### config.mk
export PLATFORM = sky130hd
export DESIGN_NAME = alu_op_sequencer_flat
export DESIGN_NICKNAME = d
export VERILOG_FILES = /design/src/rtl/alu_op_sequencer_pkg.sv /design/src/rtl/alu_op_sequencer_if.sv /design/src/rtl/alu_op_sequencer_cmd_fifo.sv /design/src/rtl/alu_op_sequencer.sv /design/src/flat_wrapper.sv
export SDC_FILE = /design/constraint.sdc
export NUM_CORES = 1
export LEC_CHECK = 0
export BUFFER_PORTS_ARGS = -buffer_cell sky130_fd_sc_hd__buf_4
export CORE_UTILIZATION = 39
export DETAILED_ROUTE_END_ITERATION = 12
export PLACE_DENSITY = 0.63
export RECOVER_POWER = 50
export SYNTH_ARGS = -nofsm -noshare
export SYNTH_HDL_FRONTEND = slang
export SYNTH_SLANG_ARGS = --single-unit
### constraint.sdc
create_clock -name clk -period 2.3 [get_ports clk]
set_clock_uncertainty 0.05 [all_clocks]
set_input_delay 0.46 -clock clk [delete_from_list [all_inputs] [get_ports clk]]
set_output_delay 0.46 -clock clk [all_outputs]
set_load 0.01 [all_outputs]
### src/rtl/alu_op_sequencer_pkg.sv
// -----------------------------------------------------------------------------
// alu4_pkg
// Shared types for the 4-bit ALU control path:
//   ALU_WIDTH / ALU_OP_W : operand/result width and opcode (decoder select) width
//   alu_op_e             : the eight ALU operation codes
//   seq_state_e          : sequencer FSM states
//   alu_cmd_t            : one buffered command {opcode, a, b}
// -----------------------------------------------------------------------------
package alu4_pkg;

  localparam int ALU_WIDTH = 4;
  localparam int ALU_OP_W  = 3;

  // Every 3-bit code is a legal operation; the sequencer passes the code
  // through to the decoder unchanged and never interprets it.
  typedef enum logic [2:0] {
    OP_ADD = 3'd0,
    OP_SUB = 3'd1,
    OP_AND = 3'd2,
    OP_OR  = 3'd3,
    OP_XOR = 3'd4,
    OP_NOT = 3'd5,
    OP_SHL = 3'd6,
    OP_SHR = 3'd7
  } alu_op_e;

  typedef enum logic [1:0] {
    IDLE    = 2'd0,
    ISSUE   = 2'd1,
    RESPOND = 2'd2
  } seq_state_e;

  typedef struct packed {
    alu_op_e              opcode;
    logic [ALU_WIDTH-1:0] a;
    logic [ALU_WIDTH-1:0] b;
  } alu_cmd_t;

endpackage

### src/rtl/alu_op_sequencer_if.sv
// -----------------------------------------------------------------------------
// alu_op_sequencer_if
// Command and response valid/ready channels of the ALU op sequencer.
//   cmd_valid/cmd_ready/cmd_opcode/cmd_a/cmd_b : command channel (host -> seq)
//   rsp_valid/rsp_ready/rsp_result/rsp_carry/rsp_opcode : response channel
// Modports:
//   master : the host side (issues commands, consumes responses)
//   slave  : the sequencer side
// -----------------------------------------------------------------------------
interface alu_op_sequencer_if
  import alu4_pkg::*;
#(
  parameter int WIDTH = ALU_WIDTH,
  parameter int OP_W  = ALU_OP_W
);

  logic             cmd_valid;
  logic             cmd_ready;
  logic [OP_W-1:0]  cmd_opcode;
  logic [WIDTH-1:0] cmd_a;
  logic [WIDTH-1:0] cmd_b;

  logic             rsp_valid;
  logic             rsp_ready;
  logic [WIDTH-1:0] rsp_result;
  logic             rsp_carry;
  logic [OP_W-1:0]  rsp_opcode;

  modport master (
    output cmd_valid, cmd_opcode, cmd_a, cmd_b, rsp_ready,
    input  cmd_ready, rsp_valid, rsp_result, rsp_carry, rsp_opcode
  );

  modport slave (
    input  cmd_valid, cmd_opcode, cmd_a, cmd_b, rsp_ready,
    output cmd_ready, rsp_valid, rsp_result, rsp_carry, rsp_opcode
  );

endinterface

### src/rtl/alu_op_sequencer_cmd_fifo.sv
// -----------------------------------------------------------------------------
// alu_cmd_fifo
// DEPTH-entry synchronous FIFO of alu_cmd_t with a first-word-fall-through
// head, so the sequencer can latch the head on the same edge it pops it.
// Ports:
//   clk, rst    : clock, synchronous active-high reset (empties the FIFO)
//   push        : write push_data (ignored while full)
//   push_data   : command to store
//   pop         : drop the head entry (ignored while empty)
//   head        : current head entry (valid when !empty)
//   full, empty : occupancy flags decoded from the pointers
// -----------------------------------------------------------------------------
module alu_cmd_fifo
  import alu4_pkg::*;
#(
  parameter int DEPTH = 2
) (
  input  logic     clk,
  input  logic     rst,
  input  logic     push,
  input  alu_cmd_t push_data,
  input  logic     pop,
  output alu_cmd_t head,
  output logic     full,
  output logic     empty
);

  localparam int AW = $clog2(DEPTH);

  // Pointers carry one extra wrap bit so full and empty are distinguishable
  // when the indices are equal.
  logic [AW:0]    wr_ptr_q, wr_ptr_d;
  logic [AW:0]    rd_ptr_q, rd_ptr_d;
  logic [AW-1:0]  wr_idx;
  logic [AW-1:0]  rd_idx;
  logic           push_ok;
  logic           pop_ok;
  logic [DEPTH-1:0] wr_en;
  alu_cmd_t       mem_q [DEPTH];

  assign wr_idx = wr_ptr_q[AW-1:0];
  assign rd_idx = rd_ptr_q[AW-1:0];

  assign full  = (wr_idx == rd_idx) && (wr_ptr_q[AW] != rd_ptr_q[AW]);
  assign empty = (wr_ptr_q == rd_ptr_q);

  // A pop never frees a slot for a push in the same cycle: push is gated by
  // the registered full flag alone.
  assign push_ok = push && !full;
  assign pop_ok  = pop && !empty;

  genvar gi;
  generate
    for (gi = 0; gi < DEPTH; gi++) begin : g_wr_en
      assign wr_en[gi] = push_ok && (wr_idx == AW'(gi));
    end
  endgenerate

  always_comb begin
    wr_ptr_d = wr_ptr_q;
    rd_ptr_d = rd_ptr_q;
    if (push_ok) wr_ptr_d = wr_ptr_q + (AW+1)'(1);
    if (pop_ok)  rd_ptr_d = rd_ptr_q + (AW+1)'(1);
  end

  always_ff @(posedge clk) begin
    if (rst) begin
      wr_ptr_q <= '0;
      rd_ptr_q <= '0;
    end else begin
      wr_ptr_q <= wr_ptr_d;
      rd_ptr_q <= rd_ptr_d;
    end
  end

  // Storage needs no reset: an entry is only read after it has been written.
  always_ff @(posedge clk) begin
    for (int i = 0; i < DEPTH; i++) begin
      if (wr_en[i]) mem_q[i] <= push_data;
    end
  end

  assign head = mem_q[rd_idx];

endmodule

### src/rtl/alu_op_sequencer.sv
// -----------------------------------------------------------------------------
// alu_op_sequencer
// Upstream control stage of the 4-bit ALU. Buffers commands in a small FIFO,
// drives the operation decoder and ALU operand buses for ALU_LAT cycles,
// captures the ALU result and returns it in order over the response channel.
// Ports:
//   clk, rst               : clock, synchronous active-high reset
//   bus (slave)            : command and response valid/ready channels
//   dec_enable, dec_select : operation-decoder enable and select
//   alu_a, alu_b           : operand buses to the ALU
//   alu_result, alu_carry  : combinational ALU outputs, captured at end of ISSUE
//   busy                   : FSM not IDLE, or commands still queued
//   op_count               : completed responses, wraps at 256
// -----------------------------------------------------------------------------
module alu_op_sequencer
  import alu4_pkg::*;
#(
  parameter int WIDTH   = ALU_WIDTH,
  parameter int OP_W    = ALU_OP_W,
  parameter int DEPTH   = 2,
  parameter int ALU_LAT = 1
) (
  input  logic             clk,
  input  logic             rst,
  alu_op_sequencer_if.slave bus,
  output logic             dec_enable,
  output logic [OP_W-1:0]  dec_select,
  output logic [WIDTH-1:0] alu_a,
  output logic [WIDTH-1:0] alu_b,
  input  logic [WIDTH-1:0] alu_result,
  input  logic             alu_carry,
  output logic             busy,
  output logic [7:0]       op_count
);

  // Counter holds the number of ISSUE cycles remaining after the current one.
  localparam int            LAT_W    = (ALU_LAT > 1) ? $clog2(ALU_LAT) : 1;
  localparam logic [LAT_W-1:0] LAT_INIT = LAT_W'(ALU_LAT - 1);

  seq_state_e       state_q, state_d;
  logic [LAT_W-1:0] lat_cnt_q, lat_cnt_d;
  alu_cmd_t         op_q, op_d;
  logic [WIDTH-1:0] rsp_result_q, rsp_result_d;
  logic             rsp_carry_q, rsp_carry_d;
  logic [OP_W-1:0]  rsp_opcode_q, rsp_opcode_d;
  logic [7:0]       op_count_q, op_count_d;

  alu_cmd_t push_cmd;
  alu_cmd_t fifo_head;
  logic     fifo_full;
  logic     fifo_empty;
  logic     push;
  logic     pop;

  assign push_cmd = '{opcode: alu_op_e'(bus.cmd_opcode), a: bus.cmd_a, b: bus.cmd_b};
  assign push     = bus.cmd_valid && bus.cmd_ready;

  alu_cmd_fifo #(.DEPTH(DEPTH)) u_fifo (
    .clk       (clk),
    .rst       (rst),
    .push      (push),
    .push_data (push_cmd),
    .pop       (pop),
    .head      (fifo_head),
    .full      (fifo_full),
    .empty     (fifo_empty)
  );

  always_comb begin
    state_d      = state_q;
    lat_cnt_d    = lat_cnt_q;
    op_d         = op_q;
    rsp_result_d = rsp_result_q;
    rsp_carry_d  = rsp_carry_q;
    rsp_opcode_d = rsp_opcode_q;
    op_count_d   = op_count_q;
    pop          = 1'b0;

    case (state_q)
      IDLE: begin
        if (!fifo_empty) begin
          pop       = 1'b1;
          op_d      = fifo_head;
          lat_cnt_d = LAT_INIT;
          state_d   = ISSUE;
        end
      end

      ISSUE: begin
        if (lat_cnt_q == '0) begin
          rsp_result_d = alu_result;
          rsp_carry_d  = alu_carry;
          rsp_opcode_d = op_q.opcode;
          state_d      = RESPOND;
        end else begin
          lat_cnt_d = lat_cnt_q - LAT_W'(1);
        end
      end

      RESPOND: begin
        if (bus.rsp_ready) begin
          op_count_d = op_count_q + 8'd1;
          // Chain straight into the next command to sustain one op per
          // ALU_LAT+1 cycles.
          if (!fifo_empty) begin
            pop       = 1'b1;
            op_d      = fifo_head;
            lat_cnt_d = LAT_INIT;
            state_d   = ISSUE;
          end else begin
            state_d = IDLE;
          end
        end
      end

      default: state_d = IDLE;
    endcase
  end

  always_ff @(posedge clk) begin
    if (rst) begin
      state_q      <= IDLE;
      lat_cnt_q    <= '0;
      op_q         <= '0;
      rsp_result_q <= '0;
      rsp_carry_q  <= 1'b0;
      rsp_opcode_q <= '0;
      op_count_q   <= '0;
    end else begin
      state_q      <= state_d;
      lat_cnt_q    <= lat_cnt_d;
      op_q         <= op_d;
      rsp_result_q <= rsp_result_d;
      rsp_carry_q  <= rsp_carry_d;
      rsp_opcode_q <= rsp_opcode_d;
      op_count_q   <= op_count_d;
    end
  end

  // Operand buses come straight from the op register, so they hold their
  // last values outside ISSUE.
  assign dec_enable = (state_q == ISSUE);
  assign dec_select = op_q.opcode;
  assign alu_a      = op_q.a;
  assign alu_b      = op_q.b;

  assign bus.cmd_ready  = !fifo_full;
  assign bus.rsp_valid  = (state_q == RESPOND);
  assign bus.rsp_result = rsp_result_q;
  assign bus.rsp_carry  = rsp_carry_q;
  assign bus.rsp_opcode = rsp_opcode_q;

  assign busy     = (state_q != IDLE) || !fifo_empty;
  assign op_count = op_count_q;

endmodule

### src/flat_wrapper.sv
// flat-port wrapper written by rule: the top's interface ports become plain ports
module alu_op_sequencer_flat import alu4_pkg::*;
#(
  parameter int WIDTH   = ALU_WIDTH,
  parameter int OP_W    = ALU_OP_W,
  parameter int DEPTH   = 2,
  parameter int ALU_LAT = 1
)
  (clk, rst, dec_enable, dec_select, alu_a, alu_b, alu_result, alu_carry, busy, op_count, bus_cmd_valid, bus_cmd_opcode, bus_cmd_a, bus_cmd_b, bus_rsp_ready, bus_cmd_ready, bus_rsp_valid, bus_rsp_result, bus_rsp_carry, bus_rsp_opcode);
  alu_op_sequencer_if #(.WIDTH(WIDTH), .OP_W(OP_W)) bus_i ();
  input  logic clk;
  input  logic rst;
  output logic dec_enable;
  output logic [OP_W-1:0] dec_select;
  output logic [WIDTH-1:0] alu_a;
  output logic [WIDTH-1:0] alu_b;
  input  logic [WIDTH-1:0] alu_result;
  input  logic alu_carry;
  output logic busy;
  output logic [7:0] op_count;
  input wire logic [$bits(bus_i.cmd_valid)-1:0] bus_cmd_valid;
  input wire logic [$bits(bus_i.cmd_opcode)-1:0] bus_cmd_opcode;
  input wire logic [$bits(bus_i.cmd_a)-1:0] bus_cmd_a;
  input wire logic [$bits(bus_i.cmd_b)-1:0] bus_cmd_b;
  input wire logic [$bits(bus_i.rsp_ready)-1:0] bus_rsp_ready;
  output wire logic [$bits(bus_i.cmd_ready)-1:0] bus_cmd_ready;
  output wire logic [$bits(bus_i.rsp_valid)-1:0] bus_rsp_valid;
  output wire logic [$bits(bus_i.rsp_result)-1:0] bus_rsp_result;
  output wire logic [$bits(bus_i.rsp_carry)-1:0] bus_rsp_carry;
  output wire logic [$bits(bus_i.rsp_opcode)-1:0] bus_rsp_opcode;
  assign bus_i.cmd_valid = bus_cmd_valid;
  assign bus_i.cmd_opcode = bus_cmd_opcode;
  assign bus_i.cmd_a = bus_cmd_a;
  assign bus_i.cmd_b = bus_cmd_b;
  assign bus_i.rsp_ready = bus_rsp_ready;
  assign bus_cmd_ready = bus_i.cmd_ready;
  assign bus_rsp_valid = bus_i.rsp_valid;
  assign bus_rsp_result = bus_i.rsp_result;
  assign bus_rsp_carry = bus_i.rsp_carry;
  assign bus_rsp_opcode = bus_i.rsp_opcode;
  alu_op_sequencer #(.WIDTH(WIDTH), .OP_W(OP_W), .DEPTH(DEPTH), .ALU_LAT(ALU_LAT)) u_core (.clk(clk), .rst(rst), .bus(bus_i), .dec_enable(dec_enable), .dec_select(dec_select), .alu_a(alu_a), .alu_b(alu_b), .alu_result(alu_result), .alu_carry(alu_carry), .busy(busy), .op_count(op_count));
endmodule
# Yosys cells after proc, flatten, opt, wreduce, memory -nomap -nowiden
# Memory sizes are Yosys's and may differ from the RTL's. A register that Yosys moved wholly into a read port is not among the register bits.
# Index checks and enable logic that the tools add are counted.
# W data, S select, Z words.
# classes
bitwise,2
n_eq_ne,8
n_mux,24
addsub,4
n_reduce_logical,19
# ops
cell,n
$mux W11,3
$pmux W11 S2,1
$mux W1,14
$reduce_or A11 Y1,1
$add A8 B1 Y8 const B,1
$reduce_and A2 Y1,4
$logic_and A1 B1 Y1,6
$mux W2,3
$ne A2 B2 Y1 const B,3
$pmux W2 S3,1
$add A2 B1 Y2 const B,2
$reduce_bool A2 Y1,2
$pmux W1 S3,1
$reduce_and A3 Y1,1
$reduce_bool A3 Y1,1
$eq A2 B1 Y1 const B,1
$eq A2 B2 Y1,1
$eq A2 B2 Y1 const B,1
$logic_not A1 Y1,2
$logic_not A2 Y1,1
$not A1 Y1,2
$pmux W1 S2,1
$eq A1 B1 Y1,1
$logic_or A1 B1 Y1,1
other kinds (2),2
# word_totals
mem_count,1
register_bits,34
output_inout_bits,31
mem_bits_rw,22
# memory_table
memory,depth,width,rd,rd_ports_with_merged_regs,wr,line,text
u_core.u_fifo.mem_q,2,11,1,1,1,alu_op_sequencer_cmd_fifo.sv:39,alu_cmd_t mem_q [DEPTH];

# Depth between registers and ports, before layout
# Gate-level depths: netlist of the first run.
# logic_depth
ltp_word,10
depth_mapped,5
ltp_nobuf,4

# By module
# From an unflattened synthesis of the first run, not the netlist that was laid out.
# unflattened
cells_unflattened,204
hier_area_um2,2344.7
# by_module_without_submodules
mod,instances,area_per_inst_um2,cells_per_inst
alu_op_sequencer,1,1271.2,137
alu_cmd_fifo,1,1073.5,67

# Worst setup path before layout of the first run
# OpenSTA, ideal clock, no wires.
# synth_timing
path_kind,register to register
from,reg u_core.u_fifo.rd_ptr_q[1]
to,reg u_core.u_fifo.wr_ptr_q[1]
path_slack_ns,0.555
required_time_ns,2.129
setup_time_ns,0.121
stages_incl_launch_ff,4
arrival_ns,1.574
path_buffers,0
synth_period_minus_slack_ns,1.745
cell_sequence,dfxtp_1 -> xor2_1 -> a21oi_1 -> mux2_2
# synth_between
elab_chain_cells,5
# synth_lines
item,line,text
from (decl),alu_op_sequencer_cmd_fifo.sv:33,"logic [AW:0] rd_ptr_q, rd_ptr_d;"
from (signal assigned),alu_op_sequencer_cmd_fifo.sv:72,rd_ptr_q <= rd_ptr_d;
$ne A1 B1 Y1 *,alu_op_sequencer_cmd_fifo.sv:44,assign full = (wr_idx == rd_idx) && (wr_ptr_q[AW] != rd_ptr_q[AW]);
$logic_and A1 B1 Y1 *,alu_op_sequencer_cmd_fifo.sv:44,
$logic_not A1 Y1 *,"alu_op_sequencer_cmd_fifo.sv:49, alu_op_sequencer.sv:147",
$logic_and A1 B1 Y1,alu_op_sequencer.sv:56,assign push = bus.cmd_valid && bus.cmd_ready;
$logic_and A1 B1 Y1 *,alu_op_sequencer_cmd_fifo.sv:49,assign push_ok = push && !full;
to (signal assigned),alu_op_sequencer_cmd_fifo.sv:71,wr_ptr_q <= wr_ptr_d;
to (decl),alu_op_sequencer_cmd_fifo.sv:32,"logic [AW:0] wr_ptr_q, wr_ptr_d;"
# Mark *: on every way between the ends. The rest lies on a longest branch, timed or not.
# A chain may end at the register's enable or synchronous reset.

# Final worst setup path of the first run
# layout_timing
from,reg u_core.u_fifo.wr_ptr_q[0]
to,out busy
# layout_between
elab_chain_cells,3
# layout_lines
item,line,text
$eq A2 B2 Y1,alu_op_sequencer_cmd_fifo.sv:45,assign empty = (wr_ptr_q == rd_ptr_q);
$logic_not A1 Y1,n/a,
$logic_or A1 B1 Y1,alu_op_sequencer.sv:153,assign busy = (state_q != IDLE) || !fifo_empty;
to (decl),flat_wrapper.sv:19,output logic busy;
# No other way between the ends.

==> results of run 1 <==
[stage by stage]
stage / hold WS (ps) / std cells / worst slack [ps]
detailed placement: 429 / 310 / 512
global route: 250 / 326 / 277
global placement: 414 / 310 / 572
floorplan: 395 / 194 / 555
CTS: 232 / 326 / 384
finish: 275 / 326 / 415
[sequential cells by signal, summed over array words and instances (netlist names), named ones only]
name / cells
u_core.dec_select: 3
u_core.alu_b: 4
u_core.u_fifo.rd_ptr_q: 2
u_core.u_fifo.mem_q: 22
u_core.op_count: 8
u_core.bus.rsp_carry: 1
u_core.lat_cnt_q: 1
u_core.bus.rsp_result: 4
u_core.state_q: 2
u_core.bus.rsp_opcode: 3
u_core.u_fifo.wr_ptr_q: 2
u_core.alu_a: 4
[cells in the final DEF (no fill, tap or decap), types with 2 or more instances in the layout]
cell type and count:
clkinv_4 2, o21ai_0 3, nand4b_1 2, dfxtp_1 35, xnor2_1 2, o31ai_1 2, nor2b_1 16, or4_1 2
clkbuf_4 8, bufinv_16 2, inv_6 2, mux2_4 9, clkbuf_1 26, or3_1 3, xor2_1 3, buf_4 19
nand4_1 2, mux2_2 7, mux2i_1 20, nor2_1 30, clkbuf_8 9, nand2_1 6, edfxtp_1 22, a21oi_1 8
inv_1 3
[worst paths after layout]
path                             start                   endpoint  slack [ps]
min reg2reg         u_core.op_count[7]         u_core.op_count[7]         430
max          u_core.u_fifo.wr_ptr_q[0]                       busy         410
max reg2reg  u_core.u_fifo.rd_ptr_q[1]  u_core.u_fifo.wr_ptr_q[1]         470
min                       bus_cmd_a[3]  u_core.u_fifo.mem_q[0][7]         270
[cell type report]
class / instances / area, um2
clock inverters: 7 / 103
multi-input cells: 125 / 917
inverters: 3 / 11.3
fillers: 528 / 2740
repair buffers: 53 / 300
clock buffers: 9 / 124
flip-flops and latches: 57 / 1360
well taps: 72 / 90.1
[power groups by stage]
| stage | Sequential, uW | Combinational [uW] | Clock, uW |
|---|---|---|---|
| CTS | 1460 | 1160 | 1070 |
| finish | 1450 | 1040 | 1040 |
| global placement | 1470 | 1150 | 0 |
| floorplan | 1460 | 770 | 0 |
| detailed placement | 1470 | 1160 | 0 |
| global route | 1480 | 1140 | 1120 |
[routing by layer]
| metal | track usage, % | share of wire (%) |
|---|---|---|
| met3 | 6.55 | 5.4 |
| met2 | 23.8 | 47 |
| met5 | 0 | 0 |
| met4 | 7.64 | 1.9 |
| met1 | 16.9 | 46 |
[logic make-up after synthesis]
kind of cell               share of synthesized area, %
adders and majority gates                         0.537
and+or+nand+nor                                    14.3
AOI/OAI and AO/OA                                  4.62
muxes                                              17.8
xor gates and xnor gates                           1.88
buffers and inverters                              2.47
DFF                                                58.4
==> flow_metrics.tcl, run 1 <==
set metrics [dict create \
    status "completed" \
    synthArstFlopShare_pct 0 \
    setup_viol 0 \
    gr-usage-all-layers_pct 14.9 \
    combPwrFrac_pct 29.4 \
    start_kind "flip-flop" \
    power_density_nw_per_um2 1210 \
    design_area_um2 2910 \
    hold_violations 0 \
    synth-edff-count 22 \
    cts_buffers 9 \
    grt_pass1_wl_mm 6.82 \
    critPathKind "flip-flop to output port" \
    hold_buffers 0 \
    cp_slowest_cell "xnor2_1" \
    syn_area_um2 2330 \
    ys_warn_count 0 \
    rows 27 \
    drv_cap 0 \
    ff2ff_path_depth 4 \
    synth_fp_nets 215 \
    syn_area_per_cell_um2 12.0 \
    hold_path_depth 1 \
    synthToLayoutAreaGrowth_pct 24.7 \
    synthCells 194 \
    post_drt_via_cell_ratio 4.72 \
    htree_num_levels 3 \
    drc 0 \
    grt_pass1_vias 1536 \
    ys.flop_type "dfxtp_1" \
    num_io_pins 51 \
    worstPathCellList "xnor2_1, nand3_1, buf_4" \
    die_y_um 79.3 \
    overflow 0 \
    worst-path-buf-inv 1 \
    core-area_um2 5640 \
    post-synth-top-count-cell "dfxtp_1" \
    fin_nets 270 \
    die_w_um 79.3 \
    antenna_cells 0 \
    vias 1538 \
    post_cts_buffers 0 \
    slew_headroom_pct 50.4 \
    grt_max_degree 50 \
    report.power.total_uw 3530 \
    path_depth 3 \
    netSwitchingFraction_pct 30.5 \
    drt_iter0_markers 96 \
    first_pass_iters 5 \
    synth_seq_cells 57 \
    gp_congestion 0.742 \
    slowest_delay_ps 370 \
    synthTopCellsByCount "dfxtp_1, nor2_1, edfxtp_1, mux2i_1, nor2b_1" \
    ir_worst_vdd_mv 0.575 \
    required_ps 1790 \
    tightest_slew_ps 743 \
    maxSlewViolCount 0 \
    ys_seq_area_share_pct 58.4 \
    timing.final.crit_share_pct 82.0 \
    p_leak_uw 0.00112 \
    period_minus_slack_ps 1890 \
    cts_resized 0 \
    clkTransAtPathRegs_ps 70 \
    seqPwrFrac_pct 41.1 \
    io_buffers 50 \
    hpwl_mm 2.69 \
    cp.arrival_ps 1380 \
    ant_nets 0 \
    finalSetupTns_ps 0 \
    place_area_um2 2780 \
    path_delay_family "XOR/XNOR gates" \
    clk_path_buf_depth 2 \
    fmax_mhz 531 \
    critPathCaptureType "output port" \
    clk_latency_ps 340 \
    synth.top_cell.area_share_pct 30.1 \
    cts_root_buf "clkbuf_8" \
    rsz0062_at_grt "no" \
    dieArea_um2 6290 \
    synth_cell_types 33 \
    start_util_pct 41.3 \
    cp_max_fo 5 \
    cts_tree "built" \
    netlist_top_cells_area "dfxtp_1, edfxtp_1, mux2i_1, mux2_4, nor2_1" \
    yosys.area.top_type "dfxtp_1" \
    clkPwrFrac_pct 29.5 \
    p_int_uw 2450 \
    routedWlPerCell_um 12.6 \
    final_util_pct 51.5 \
    cts.sinks 57 \
    routed_wl_mm 4.11 \
    antenna_found_initial 0 \
    drive_above_1_share_pct 24.0 \
    hold_class "input port to flip-flop" \
    switchingPower_uw 1080 \
]
(Power assumes the default switching activity.)
==> run 2, diff against run 1 <==
--- a/config.mk
+++ b/config.mk
@@ -8,7 +8,7 @@
 export BUFFER_PORTS_ARGS = -buffer_cell sky130_fd_sc_hd__buf_4
 export CORE_UTILIZATION = 39
 export DETAILED_ROUTE_END_ITERATION = 12
-export PLACE_DENSITY = 0.63
+export PLACE_DENSITY = 0.65
 export RECOVER_POWER = 50
 export SYNTH_ARGS = -nofsm -noshare
 export SYNTH_HDL_FRONTEND = slang
==> constraint.sdc (replaced) <==
create_clock -name clk -period 1.5 [get_ports clk]
set_clock_uncertainty 0.05 [all_clocks]
set_input_delay 0.3 -clock clk [delete_from_list [all_inputs] [get_ports clk]]
set_output_delay 0.3 -clock clk [all_outputs]
set_load 0.01 [all_outputs]
==> flow_metrics.tcl, run 2 (synthesized netlist as in run 1, its figures left out) <==
set metrics [dict create \
    gr-usage-all-layers_pct 15.2 \
    rsz0062_at_grt "yes" \
    cts_root_buf "clkbuf_8" \
    slowest_delay_ps 340 \
    dieArea_um2 6290 \
    gp_congestion 0.722 \
    routedWlPerCell_um 12.9 \
    p_leak_uw 0.00132 \
    tightest_slew_ps 489 \
    cts_tree "built" \
    critPathCaptureType "output port" \
    hpwl_mm 2.96 \
    largest_reg_flops 22 \
    final_cells 348 \
    layout_common_cells "buf_4, nor2_1, dfxtp_1, edfxtp_1, mux2i_1" \
    pre_cts_slack_ps -51.5 \
    die_w_um 79.3 \
    routed_wl_mm 4.50 \
    core-area_um2 5640 \
    maxSlewViolCount 0 \
    first_pass_iters 4 \
    critPathKind "flip-flop to output port" \
    worstPathCellList "xnor2_2, buf_6, nand3_4, buf_6" \
    antenna_cells 0 \
    period_minus_slack_ps 1580 \
    ir_worst_vdd_mv 0.975 \
    failed_checks "negative setup slack" \
    cp.arrival_ps 1230 \
    start_kind "flip-flop" \
    grt_pass1_vias 1571 \
    grt_max_degree 50 \
    place_area_um2 2920 \
    ant_nets 0 \
    synthToLayoutAreaGrowth_pct 38.8 \
    drive_above_1_share_pct 39.1 \
    antenna_found_initial 0 \
    path_common_cell "buf_6" \
    cts_buffers 9 \
    htree_num_levels 3 \
    hold_class "input port to flip-flop" \
    required_ps 1150 \
    io_buffers 50 \
    cp_slowest_cell "dfxtp_2" \
    post_drt_via_cell_ratio 4.81 \
    overflow 0 \
    hold_violations 0 \
    final_common_cell "buf_4" \
    fmax_mhz 633 \
    setup_viol 16 \
    design_area_um2 3240 \
    slew_headroom_pct 67.4 \
    drv_cap 0 \
    num_io_pins 51 \
    status "complete, but fails checks" \
    fin_nets 292 \
    clk_path_buf_depth 2 \
    drc 0 \
    drt_iter0_markers 47 \
    report.power.total_uw 6010 \
    fin_ws_ps -78.8 \
    die_y_um 79.3 \
    rows 27 \
    cts.sinks 57 \
    vias 1674 \
    start_util_pct 41.3 \
    grt_pass1_wl_mm 7.09 \
    num-fill-cells 475 \
    clkTransAtPathRegs_ps 60 \
    cp_max_fo 3 \
    clk_latency_ps 330 \
    timing.final.crit_share_pct 105 \
    numPlacedInstances 326 \
    power_density_nw_per_um2 1860 \
    largest-register "u_core.u_fifo.mem_q" \
]
## run 2: cell count changes in the layout (fill, tap and decap cells not counted), moves of 2 or more
cell / delta
dfxtp_4: +3
xnor2_1: -2
clkbuf_1: -11
buf_6: +9
clkinv_2: +3
buf_4: +24
clkinv_4: -2
dfxtp_2: +3
inv_6: -2
dfxtp_1: -6
## run 2: routing by layer
layer	vias up	share of wire (%)	track usage [%]
met1	803	47	17.8
met4	0	1.1	5.45
met2	33	47	24.6
li1	831	-	-
met5	-	0	0
met3	7	4.4	6.78
## run 2: final cells by class
type                    instances  area [um2]  area share (%)
inverters                       3        11.3           0.348
clock inverters                 6        82.6            2.55
repair buffers                 75         557            17.2
flip-flops and latches         57        1380            42.5
clock buffers                  10         128            3.94
well taps                      72        90.1            2.78
multi-input cells             125         991            30.6
## run 2: final timing paths
path	start	endpoint	slack, ps	cells past startpoint
worst max-delay path	u_core.u_fifo.rd_ptr_q[0]	busy	-80	4
worst min-delay path	bus_cmd_a[2]	u_core.u_fifo.mem_q[0][6]	120	1
worst min register to register	u_core.bus.rsp_result[0]	u_core.bus.rsp_result[0]	450	2
worst max register to register	u_core.u_fifo.wr_ptr_q[1]	u_core.u_fifo.rd_ptr_q[0]	-60	4
## run 2: through the flow
stage / hold WS (ps) / setup TNS [ps] / util (%)
2_1_floorplan: 349 / 0 / -
3_3_place_gp: 418 / -96.3 / 51.7
3_5_place_dp: 427 / -165 / 51.7
4_1_cts: 78.6 / -336 / 56.6
5_1_grt: 106 / -2200 / 57.4
6_report: 121 / -601 / 57.4
## run 2: where the power goes
part	switching (uW)	leakage (uW)	total [uW]	internal, uW
combinational	999	0.000718	2300	1310
sequential	195	0.000494	2180	1990
clock	601	0.000106	1530	926
## run 2: what timing repair did
item	CTS	global route
hold buffers	0	0
resized for setup	16	14
endpoints found under the setup margin	20	46
pin swaps	4	8
buffers inserted	2	4
## run 2: worst max-delay path, delay by kind of cell, from the launching register on
kind	cells	cell delay [ps]
and+or+nand+nor	1	60
xor gates and xnor gates	1	220
DFF	1	340
buffers and inverters	2	280
